[config.mk]
export PLATFORM = sky130hd
export DESIGN_NAME = spi_peripheral_flat
export DESIGN_NICKNAME = d
export VERILOG_FILES = /design/src/rtl/spi_peripheral_if.sv /design/src/rtl/spi_peripheral.sv /design/src/flat_wrapper.sv
export SDC_FILE = /design/constraint.sdc
export NUM_CORES = 1
export LEC_CHECK = 0
export CAP_MARGIN = 15
export CORE_ASPECT_RATIO = 2
export CORE_MARGIN = 10
export CORE_UTILIZATION = 30
export CTS_CLUSTER_DIAMETER = 30
export DETAILED_ROUTE_END_ITERATION = 10
export PLACE_DENSITY_LB_ADDON = 0.2
export SLEW_MARGIN = 5
export SYNTH_ARGS = -nofsm -noshare
export SYNTH_HDL_FRONTEND = slang
export SYNTH_SLANG_ARGS = --single-unit
[constraint.sdc]
create_clock -name clk -period 2.7 [get_ports clk]
set_input_delay 0.405 -clock clk [delete_from_list [all_inputs] [get_ports clk]]
set_output_delay 0.405 -clock clk [all_outputs]
set_load 0.05 [all_outputs]
[src/rtl/spi_peripheral_if.sv]
// CPU-side register interface of the SPI peripheral.
//   we/tx       : load the transmit holding register
//   tx_empty    : holding register free
//   rd          : acknowledge rx, clears rx_ready
//   rx/rx_ready : last completed received word and its unread flag
//   clr_err     : clear the sticky overrun/underrun flags
//   overrun     : a word completed while rx_ready was still set
//   underrun    : a word started while the holding register was empty
interface spi_peripheral_if #(
    parameter int unsigned WIDTH = 16
);
    logic             we;
    logic [WIDTH-1:0] tx;
    logic             tx_empty;
    logic             rd;
    logic [WIDTH-1:0] rx;
    logic             rx_ready;
    logic             clr_err;
    logic             overrun;
    logic             underrun;

    modport master (
        output we, tx, rd, clr_err,
        input  tx_empty, rx, rx_ready, overrun, underrun
    );

    modport slave (
        input  we, tx, rd, clr_err,
        output tx_empty, rx, rx_ready, overrun, underrun
    );
endinterface

[src/rtl/spi_peripheral.sv]
// SPI responder (mode 3, MSB first) for the j1a I/O space.
// External pins are oversampled on clk; words of WIDTH bits are shifted
// while chip select is low, with back-to-back words needing no gap.
//   clk, reset    : system clock, synchronous active-high reset
//   cs_n_i        : external chip select, active low, asynchronous
//   sck_i, mosi_i : external SPI clock (idles high) and data in
//   miso_o        : serial data out, miso_oe_o its tristate enable
//   active_o      : synchronised chip select asserted
//   bus           : CPU-side holding/receive registers and flags
module spi_peripheral #(
    parameter int unsigned      WIDTH   = 16,
    parameter logic [WIDTH-1:0] TX_IDLE = '0
) (
    input  logic            clk,
    input  logic            reset,
    input  logic            cs_n_i,
    input  logic            sck_i,
    input  logic            mosi_i,
    output logic            miso_o,
    output logic            miso_oe_o,
    output logic            active_o,
    spi_peripheral_if.slave bus
);
    localparam int unsigned      CNT_W    = $clog2(WIDTH);
    localparam logic [CNT_W-1:0] LAST_BIT = CNT_W'(WIDTH - 1);

    // Synchronisers: sck has a third stage for edge detection; active_q is
    // the inverted second stage of cs_n.
    logic [2:0]       sck_q, sck_d;
    logic             cs_q, cs_d;
    logic             active_q, active_d;
    logic [1:0]       mosi_q, mosi_d;

    logic [CNT_W-1:0] bit_cnt_q, bit_cnt_d;
    logic [WIDTH-1:0] tsr_q, tsr_d;
    logic [WIDTH-1:0] rsr_q, rsr_d;
    logic [WIDTH-1:0] hold_q, hold_d;
    logic             tx_empty_q, tx_empty_d;
    logic [WIDTH-1:0] rx_q, rx_d;
    logic             rx_ready_q, rx_ready_d;
    logic             overrun_q, overrun_d;
    logic             underrun_q, underrun_d;
    logic             miso_q, miso_d;

    logic             sck_fall, sck_rise, word_done, overrun_set, underrun_set;

    // State registers
    always_ff @(posedge clk) begin
        if (reset) begin
            sck_q      <= '1;
            cs_q       <= 1'b1;
            active_q   <= 1'b0;
            mosi_q     <= '0;
            bit_cnt_q  <= '0;
            tsr_q      <= '0;
            rsr_q      <= '0;
            hold_q     <= '0;
            tx_empty_q <= 1'b1;
            rx_q       <= '0;
            rx_ready_q <= 1'b0;
            overrun_q  <= 1'b0;
            underrun_q <= 1'b0;
            miso_q     <= 1'b0;
        end else begin
            sck_q      <= sck_d;
            cs_q       <= cs_d;
            active_q   <= active_d;
            mosi_q     <= mosi_d;
            bit_cnt_q  <= bit_cnt_d;
            tsr_q      <= tsr_d;
            rsr_q      <= rsr_d;
            hold_q     <= hold_d;
            tx_empty_q <= tx_empty_d;
            rx_q       <= rx_d;
            rx_ready_q <= rx_ready_d;
            overrun_q  <= overrun_d;
            underrun_q <= underrun_d;
            miso_q     <= miso_d;
        end
    end

    // Next-state logic: shift engine, then CPU strobes, then flag priority
    always_comb begin
        sck_d        = {sck_q[1:0], sck_i};
        cs_d         = cs_n_i;
        active_d     = ~cs_q;
        mosi_d       = {mosi_q[0], mosi_i};
        bit_cnt_d    = bit_cnt_q;
        tsr_d        = tsr_q;
        rsr_d        = rsr_q;
        hold_d       = hold_q;
        tx_empty_d   = tx_empty_q;
        rx_d         = rx_q;
        rx_ready_d   = rx_ready_q;
        overrun_d    = overrun_q;
        underrun_d   = underrun_q;
        miso_d       = miso_q;
        word_done    = 1'b0;
        overrun_set  = 1'b0;
        underrun_set = 1'b0;

        sck_fall = active_q &  sck_q[2] & ~sck_q[1];
        sck_rise = active_q & ~sck_q[2] &  sck_q[1];

        if (!active_q) begin
            bit_cnt_d = '0;
            rsr_d     = '0;
        end else begin
            // Transmit side: load at word start, otherwise shift out
            if (sck_fall) begin
                if (bit_cnt_q == '0) begin
                    if (!tx_empty_q) begin
                        tsr_d      = hold_q;
                        tx_empty_d = 1'b1;
                    end else begin
                        tsr_d        = TX_IDLE;
                        underrun_set = 1'b1;
                    end
                end else begin
                    tsr_d = {tsr_q[WIDTH-2:0], 1'b0};
                end
                miso_d = tsr_d[WIDTH-1];
            end
            // Receive side: sample and count, wrapping at word end
            if (sck_rise) begin
                rsr_d = {rsr_q[WIDTH-2:0], mosi_q[1]};
                if (bit_cnt_q == LAST_BIT) begin
                    bit_cnt_d = '0;
                    word_done = 1'b1;
                end else begin
                    bit_cnt_d = bit_cnt_q + CNT_W'(1);
                end
            end
        end

        // A write landing with a word-start consumption wins the holding register
        if (bus.we) begin
            hold_d     = bus.tx;
            tx_empty_d = 1'b0;
        end

        if (bus.rd) begin
            rx_ready_d = 1'b0;
        end
        if (word_done) begin
            rx_d       = rsr_d;
            rx_ready_d = 1'b1;
            if (rx_ready_q && !bus.rd) begin
                overrun_set = 1'b1;
            end
        end

        // Clearing yields to a same-cycle set event
        if (bus.clr_err) begin
            overrun_d  = 1'b0;
            underrun_d = 1'b0;
        end
        if (overrun_set) begin
            overrun_d = 1'b1;
        end
        if (underrun_set) begin
            underrun_d = 1'b1;
        end
    end

    assign miso_o       = miso_q;
    assign miso_oe_o    = active_q;
    assign active_o     = active_q;
    assign bus.tx_empty = tx_empty_q;
    assign bus.rx       = rx_q;
    assign bus.rx_ready = rx_ready_q;
    assign bus.overrun  = overrun_q;
    assign bus.underrun = underrun_q;
endmodule

[src/flat_wrapper.sv]
// flat-port wrapper written by rule: the top's interface ports become plain ports
module spi_peripheral_flat 
#(
    parameter int unsigned      WIDTH   = 16,
    parameter logic [WIDTH-1:0] TX_IDLE = '0
)
  (clk, reset, cs_n_i, sck_i, mosi_i, miso_o, miso_oe_o, active_o, bus_we, bus_tx, bus_rd, bus_clr_err, bus_tx_empty, bus_rx, bus_rx_ready, bus_overrun, bus_underrun);
  spi_peripheral_if #(.WIDTH(WIDTH)) bus_i ();
  input  logic clk;
  input  logic reset;
  input  logic cs_n_i;
  input  logic sck_i;
  input  logic mosi_i;
  output logic miso_o;
  output logic miso_oe_o;
  output logic active_o;
  input wire logic [$bits(bus_i.we)-1:0] bus_we;
  input wire logic [$bits(bus_i.tx)-1:0] bus_tx;
  input wire logic [$bits(bus_i.rd)-1:0] bus_rd;
  input wire logic [$bits(bus_i.clr_err)-1:0] bus_clr_err;
  output wire logic [$bits(bus_i.tx_empty)-1:0] bus_tx_empty;
  output wire logic [$bits(bus_i.rx)-1:0] bus_rx;
  output wire logic [$bits(bus_i.rx_ready)-1:0] bus_rx_ready;
  output wire logic [$bits(bus_i.overrun)-1:0] bus_overrun;
  output wire logic [$bits(bus_i.underrun)-1:0] bus_underrun;
  assign bus_i.we = bus_we;
  assign bus_i.tx = bus_tx;
  assign bus_i.rd = bus_rd;
  assign bus_i.clr_err = bus_clr_err;
  assign bus_tx_empty = bus_i.tx_empty;
  assign bus_rx = bus_i.rx;
  assign bus_rx_ready = bus_i.rx_ready;
  assign bus_overrun = bus_i.overrun;
  assign bus_underrun = bus_i.underrun;
  spi_peripheral #(.WIDTH(WIDTH), .TX_IDLE(TX_IDLE)) u_core (.clk(clk), .reset(reset), .cs_n_i(cs_n_i), .sck_i(sck_i), .mosi_i(mosi_i), .miso_o(miso_o), .miso_oe_o(miso_oe_o), .active_o(active_o), .bus(bus_i));
endmodule
# ---- After elaboration in Yosys (flattened, before gate mapping)
# Cells that the tools add are included.
dict set report totals {
  out_inout_bits 23
  wordCells 59
  inputBits 24
  regBits 79
}
dict set report classes {
  muxes 23
  reduce_logical 12
  add_sub_neg 1
  n_bitwise 8
  eq_ne 1
}
# cell n
set op_table {}
lappend op_table {{16-bit 2-to-1 mux} 4}
lappend op_table {{1-bit 2-to-1 mux} 18}
lappend op_table {{2-bit nonzero test} 6}
lappend op_table {{4-bit by 1-bit adder with 4-bit output (second input constant)} 1}
lappend op_table {{1-bit AND} 4}
lappend op_table {{4-bit equality test (second input constant)} 1}
lappend op_table {{4-bit zero test} 1}
lappend op_table {{4-bit 2-to-1 mux} 1}
lappend op_table {{1-bit inverter} 4}
lappend op_table {{3-bit AND reduction} 1}
lappend op_table {{2-bit AND reduction} 1}
lappend op_table {{2-bit OR reduction} 1}
lappend op_table {{1-bit logical AND} 1}
lappend op_table {{1-bit zero test} 1}

# ---- Longest topological paths before layout
dict set report logic_depth {
  depth_word 7
  ltp_mapped 7
  ltp_nobuf 5
}

# ---- Worst setup path before layout
# Ideal clock, no wire load.
dict set report synth_path {
  path_type {register to register}
  from {register u_core.active_q, in the netlist u_core.active_o}
  to {register u_core.tsr_q[10]}
  t_required_ns 2.558
  slack_ns 1.008
  arrival_time_ns 1.550
  stages_incl_launch_ff 6
  synth_period_minus_slack_ns 1.692
  cell_sequence {dfxtp_1 -> buf_4 -> and3b_1 -> buf_2 -> clkbuf_1 -> a311oi_1}
}
dict set report synth_between {
  elab_chain_len 3
}
# element line
set synth_lines {}
lappend synth_lines {{start, declared} spi_peripheral.sv:31} ;# logic active_q, active_d;
lappend synth_lines {{start signal, assigned} spi_peripheral.sv:67} ;# active_q <= active_d;
lappend synth_lines {{1-bit AND (2 in a row)} spi_peripheral.sv:102} ;# sck_fall = active_q & sck_q[2] & ~sck_q[1];
lappend synth_lines {{2-bit AND reduction (no source line) (*)} n/a}
lappend synth_lines {{end signal, assigned} spi_peripheral.sv:70} ;# tsr_q <= tsr_d;
lappend synth_lines {{end, declared} spi_peripheral.sv:35} ;# logic [WIDTH-1:0] tsr_q, tsr_d;
# Every way passes the cells marked *; elsewhere a longest branch is shown, timed or not.
# A chain may end at the register's enable or synchronous reset.

# ---- Worst setup path in the final report
dict set report layout_path {
  from {register u_core.tx_empty_q, in the netlist u_core.bus.tx_empty}
  to {output bus_tx_empty}
}
# element line
set layout_rtl {}
lappend layout_rtl {{start, declared} spi_peripheral.sv:38} ;# logic tx_empty_q, tx_empty_d;
lappend layout_rtl {{start signal, assigned} spi_peripheral.sv:73} ;# tx_empty_q <= tx_empty_d;
lappend layout_rtl {{end, declared} flat_wrapper.sv:21} ;# output wire logic [$bits(bus_i.tx_empty)-1:0] bus_tx_empty;
# No word-level cell between the ends.

==> results.md <==
- Worst-Margin Slew: 0.710 ns
- Final ANT Viol Nets: 0
- Fin util: 0.385
- Critical path origin: u_core.bus.tx_empty$_SDFFE_PP1P_
- Filler instances: 1,086
- Leakage Power: 1.30 nW
- DRC Markers: 0
- Detailed-route wire length: 6860 um
- Setup violators final: 0
- Fmax: 436 MHz
- Peak supply drop: 0.326 mV
- Die span in x: 91.2 um
- WP buf/inv: 1
- First-pass GRT wire length: 11,700 um
- Mapped Cells: 341
- Post-Synth Simple-Gate Area: 0.222
- Final Critical Period: 2.29 ns
- CP Cell Sequence: clkdlybuf4s50_1
- Compound-Gate Fraction of Synth Area: 0.143
- Post-DP HPWL: 4660 um
- Die Area: 0.0148 mm^2
- Crit path kind: flop to output pin
- Startpoint Class: flop
- Pwr/cell area: 646 mW/mm^2
- Slew Limit Fails: 0
- Vias in the first global route: 2,516
- Synth warn: 0
- TritonCTS buffer count: 9
- Share of cells above drive strength 1: 0.0712
- Drt via density: 4.79
- Initial Util: 0.304
- Largest net degree at the start of global routing: 35
- GRT met2 Usage: 0.173
- Max-slew headroom: 0.526
- Worst Hold Launch: u_core.cs_q$_SDFF_PP1_
- H-tree depth: 3
- Max Cap Violations: 0
- Post-synthesis cell type count: 29
- Clock skew: 0.00605 ns
- Worst-path maximum fanout: 19
- Post-route clock period utilization: 0.849
- Crit path arrival time: 1.89 ns
- Delay-heaviest family, CP: buffers and inverters
- Critical Path End Type: output pin
- Residual overflow from global routing: 0
- Cts repair resizes: 0
- CTS sink count: 78
- Clock transition at path regs: 0.05 ns
- CP peak stage delay: 0.91 ns
- CTS tree: done
- Syn nets: 367
- Antenna diodes: 0
- Post-Synth Adder-Cell Area: 0.00822
- Post-synthesis mux area share: 0.0526
- # rows: 52
- RSZ-0062 raised after global routing: no
- Hold_buf cts: 0
- Area Overhead vs Synth: 26.7%
- Via count: 2,464
- Status: finished, final reports clean
- Synthesized area: 0.00304 mm^2
- Initial antenna violation count: 0
- Core area: 0.0100 mm^2
- DRT Pass-1 Iters: 4
- I/O Buffers: 46
- Post-synthesis sequential area ratio: 0.513
- GR peak layer: met2
- Met3 usage: 0.0203
- Drt first-iter violations: 128
- # nets final: 401
- Chip height: 162 um
- Yosys reg bits: 78
- GRT Total Usage: 0.0963
- Worst skew pair latency: 0.34 ns
- Hold Path Class: flop to flop
- Critical-path top delay cell: clkdlybuf4s50_1
- Dominant combinational cell family by area after synthesis: simple AND/OR/NAND/NOR gates
- Data required, critical path: 2.30 ns
- Met1 Usage GRT: 0.0940
- Post-synthesis xor/xnor area fraction: 0.00288
- Io pins: 47
- Syn Area/Cell: 8.92 um^2
- Final Hold Vio Count: 0
- Power Total: 0.00249 W
- Setup TNS: 0 ns
- Root Driver: clkbuf_16
- Routed len/inst: 13.3 um
- Gpl congestion: 0.675
- Reg2reg start: u_core.bit_cnt_q[0]$_SDFFE_PP0N_
- CTS max path bufs: 2
- Post CTS Setup Buffer Count: 0
==> cell families (layout without fill, tap and decap cells) <==
family	Yosys count	count (layout)
AO/OA/AOI/OAI	73	73
XOR/XNOR	1	1
adder cells (fa/ha/maj)	2	2
buffers and inverters	36	74
flip-flops	78	78
multiplexers	16	16
AND/OR/NAND/NOR	135	135
==> metrics by stage <==
stage / worst slack (ns) / instances / instance area (um^2) / hold WS (ns)
6_report: 0.408 / 514 / 3860 / 0.375
5_1_grt: 0.297 / 514 / 3860 / 0.384
4_1_cts: 0.396 / 514 / 3860 / 0.379
3_5_place_dp: 0.771 / 499 / 3570 / 0.372
3_3_place_gp: 0.765 / 499 / 3570 / 0.368
2_1_floorplan: 1.01 / 341 / 3040 / 0.363
==> placed cells by master (no fill, tap or decap), types with 2 or more instances in the layout <==
| cell | instances |
|---|---|
| or3_1 | 2 |
| ha_1 | 2 |
| nor2_1 | 36 |
| clkbuf_16 | 9 |
| clkdlybuf4s50_1 | 45 |
| dfxtp_1 | 78 |
| or2_2 | 4 |
| clkbuf_1 | 4 |
| nand3b_1 | 16 |
| inv_1 | 4 |
| a311oi_1 | 15 |
| and3b_1 | 2 |
| nand2_1 | 32 |
| nand2b_1 | 2 |
| nand3_1 | 33 |
| a32oi_1 | 2 |
| o21ai_0 | 18 |
| nor2b_1 | 3 |
| mux2i_1 | 16 |
| a21oi_1 | 36 |
| buf_4 | 9 |
==> layer usage <==
metal / vias up / wire length, um / share of wire
met2: 38 / 3610 / 0.53
met4: 0 / 210 / 0.031
met5: - / 0 / 0
met3: 12 / 260 / 0.038
li1: 1258 / - / -
met1: 1156 / 2780 / 0.40
==> registers in the layout, summed over array words and instances, names as in the netlist <==
| name | flops |
|---|---|
| u_core.mosi_q | 2 |
| u_core.bit_cnt_q | 4 |
| u_core.bus.rx_ready | 1 |
| u_core.miso_o | 1 |
| u_core.sck_q | 3 |
| u_core.rsr_q | 15 |
| u_core.active_o | 1 |
| u_core.bus.underrun | 1 |
| u_core.hold_q | 16 |
| u_core.bus.rx | 16 |
| u_core.cs_q | 1 |
| u_core.bus.tx_empty | 1 |
| u_core.bus.overrun | 1 |
| u_core.tsr_q | 15 |
==> worst paths after layout <==
| kind | depth (start not counted) | to | slack (ns) |
|---|---|---|---|
| max | 1 | bus_tx_empty | 0.41 |
| min reg2reg | 1 | u_core.active_o$_SDFF_PP0_ | 0.38 |
| min | 1 | u_core.active_o$_SDFF_PP0_ | 0.38 |
| max reg2reg | 5 | u_core.tsr_q[9]$_SDFFE_PP0P_ | 0.99 |
==> report_power, final <==
group	switching (W)	total, W	internal (W)
registers	0.0000159	0.00119	0.00117
clock network	0.000441	0.00118	0.000737
logic	0.0000568	0.000121	0.0000644
==> area by class of cell <==
| class | count | area, um^2 | share of cell area |
|---|---|---|---|
| clock buffer | 14 | 254 | 0.0659 |
| clock inverter | 1 | 30.0 | 0.00779 |
| inverter | 4 | 15.0 | 0.00389 |
| multi-input combinational | 227 | 1300 | 0.338 |
| sequential | 78 | 1560 | 0.405 |
| tap | 135 | 169 | 0.0438 |
| timing repair buffer | 55 | 523 | 0.136 |
==> synthesized netlist by cell type <==
master,count,share of area
nand4b_1,1,0.0029
o21ai_0,18,0.030
inv_1,4,0.0049
nand3b_1,16,0.039
nand2b_1,2,0.0041
a21oi_1,36,0.059
buf_6,1,0.0037
nor2b_1,3,0.0062
dfxtp_1,78,0.51
nor3_1,1,0.0016
o21bai_1,1,0.0025
clkbuf_1,15,0.019
a32oi_1,2,0.0058
or3_1,2,0.0041
a211oi_1,1,0.0025
and3_2,1,0.0025
buf_4,6,0.015
ha_1,2,0.0082
nand2_1,32,0.039
a311oi_1,15,0.043
or3b_1,1,0.0029
nor3b_4,1,0.0062
and3b_1,2,0.0058
xnor2_1,1,0.0029
mux2i_1,16,0.053
nor2_1,36,0.044
nand3_1,33,0.054
buf_2,10,0.016
or2_2,4,0.0082
(Power assumes the default switching activity.)
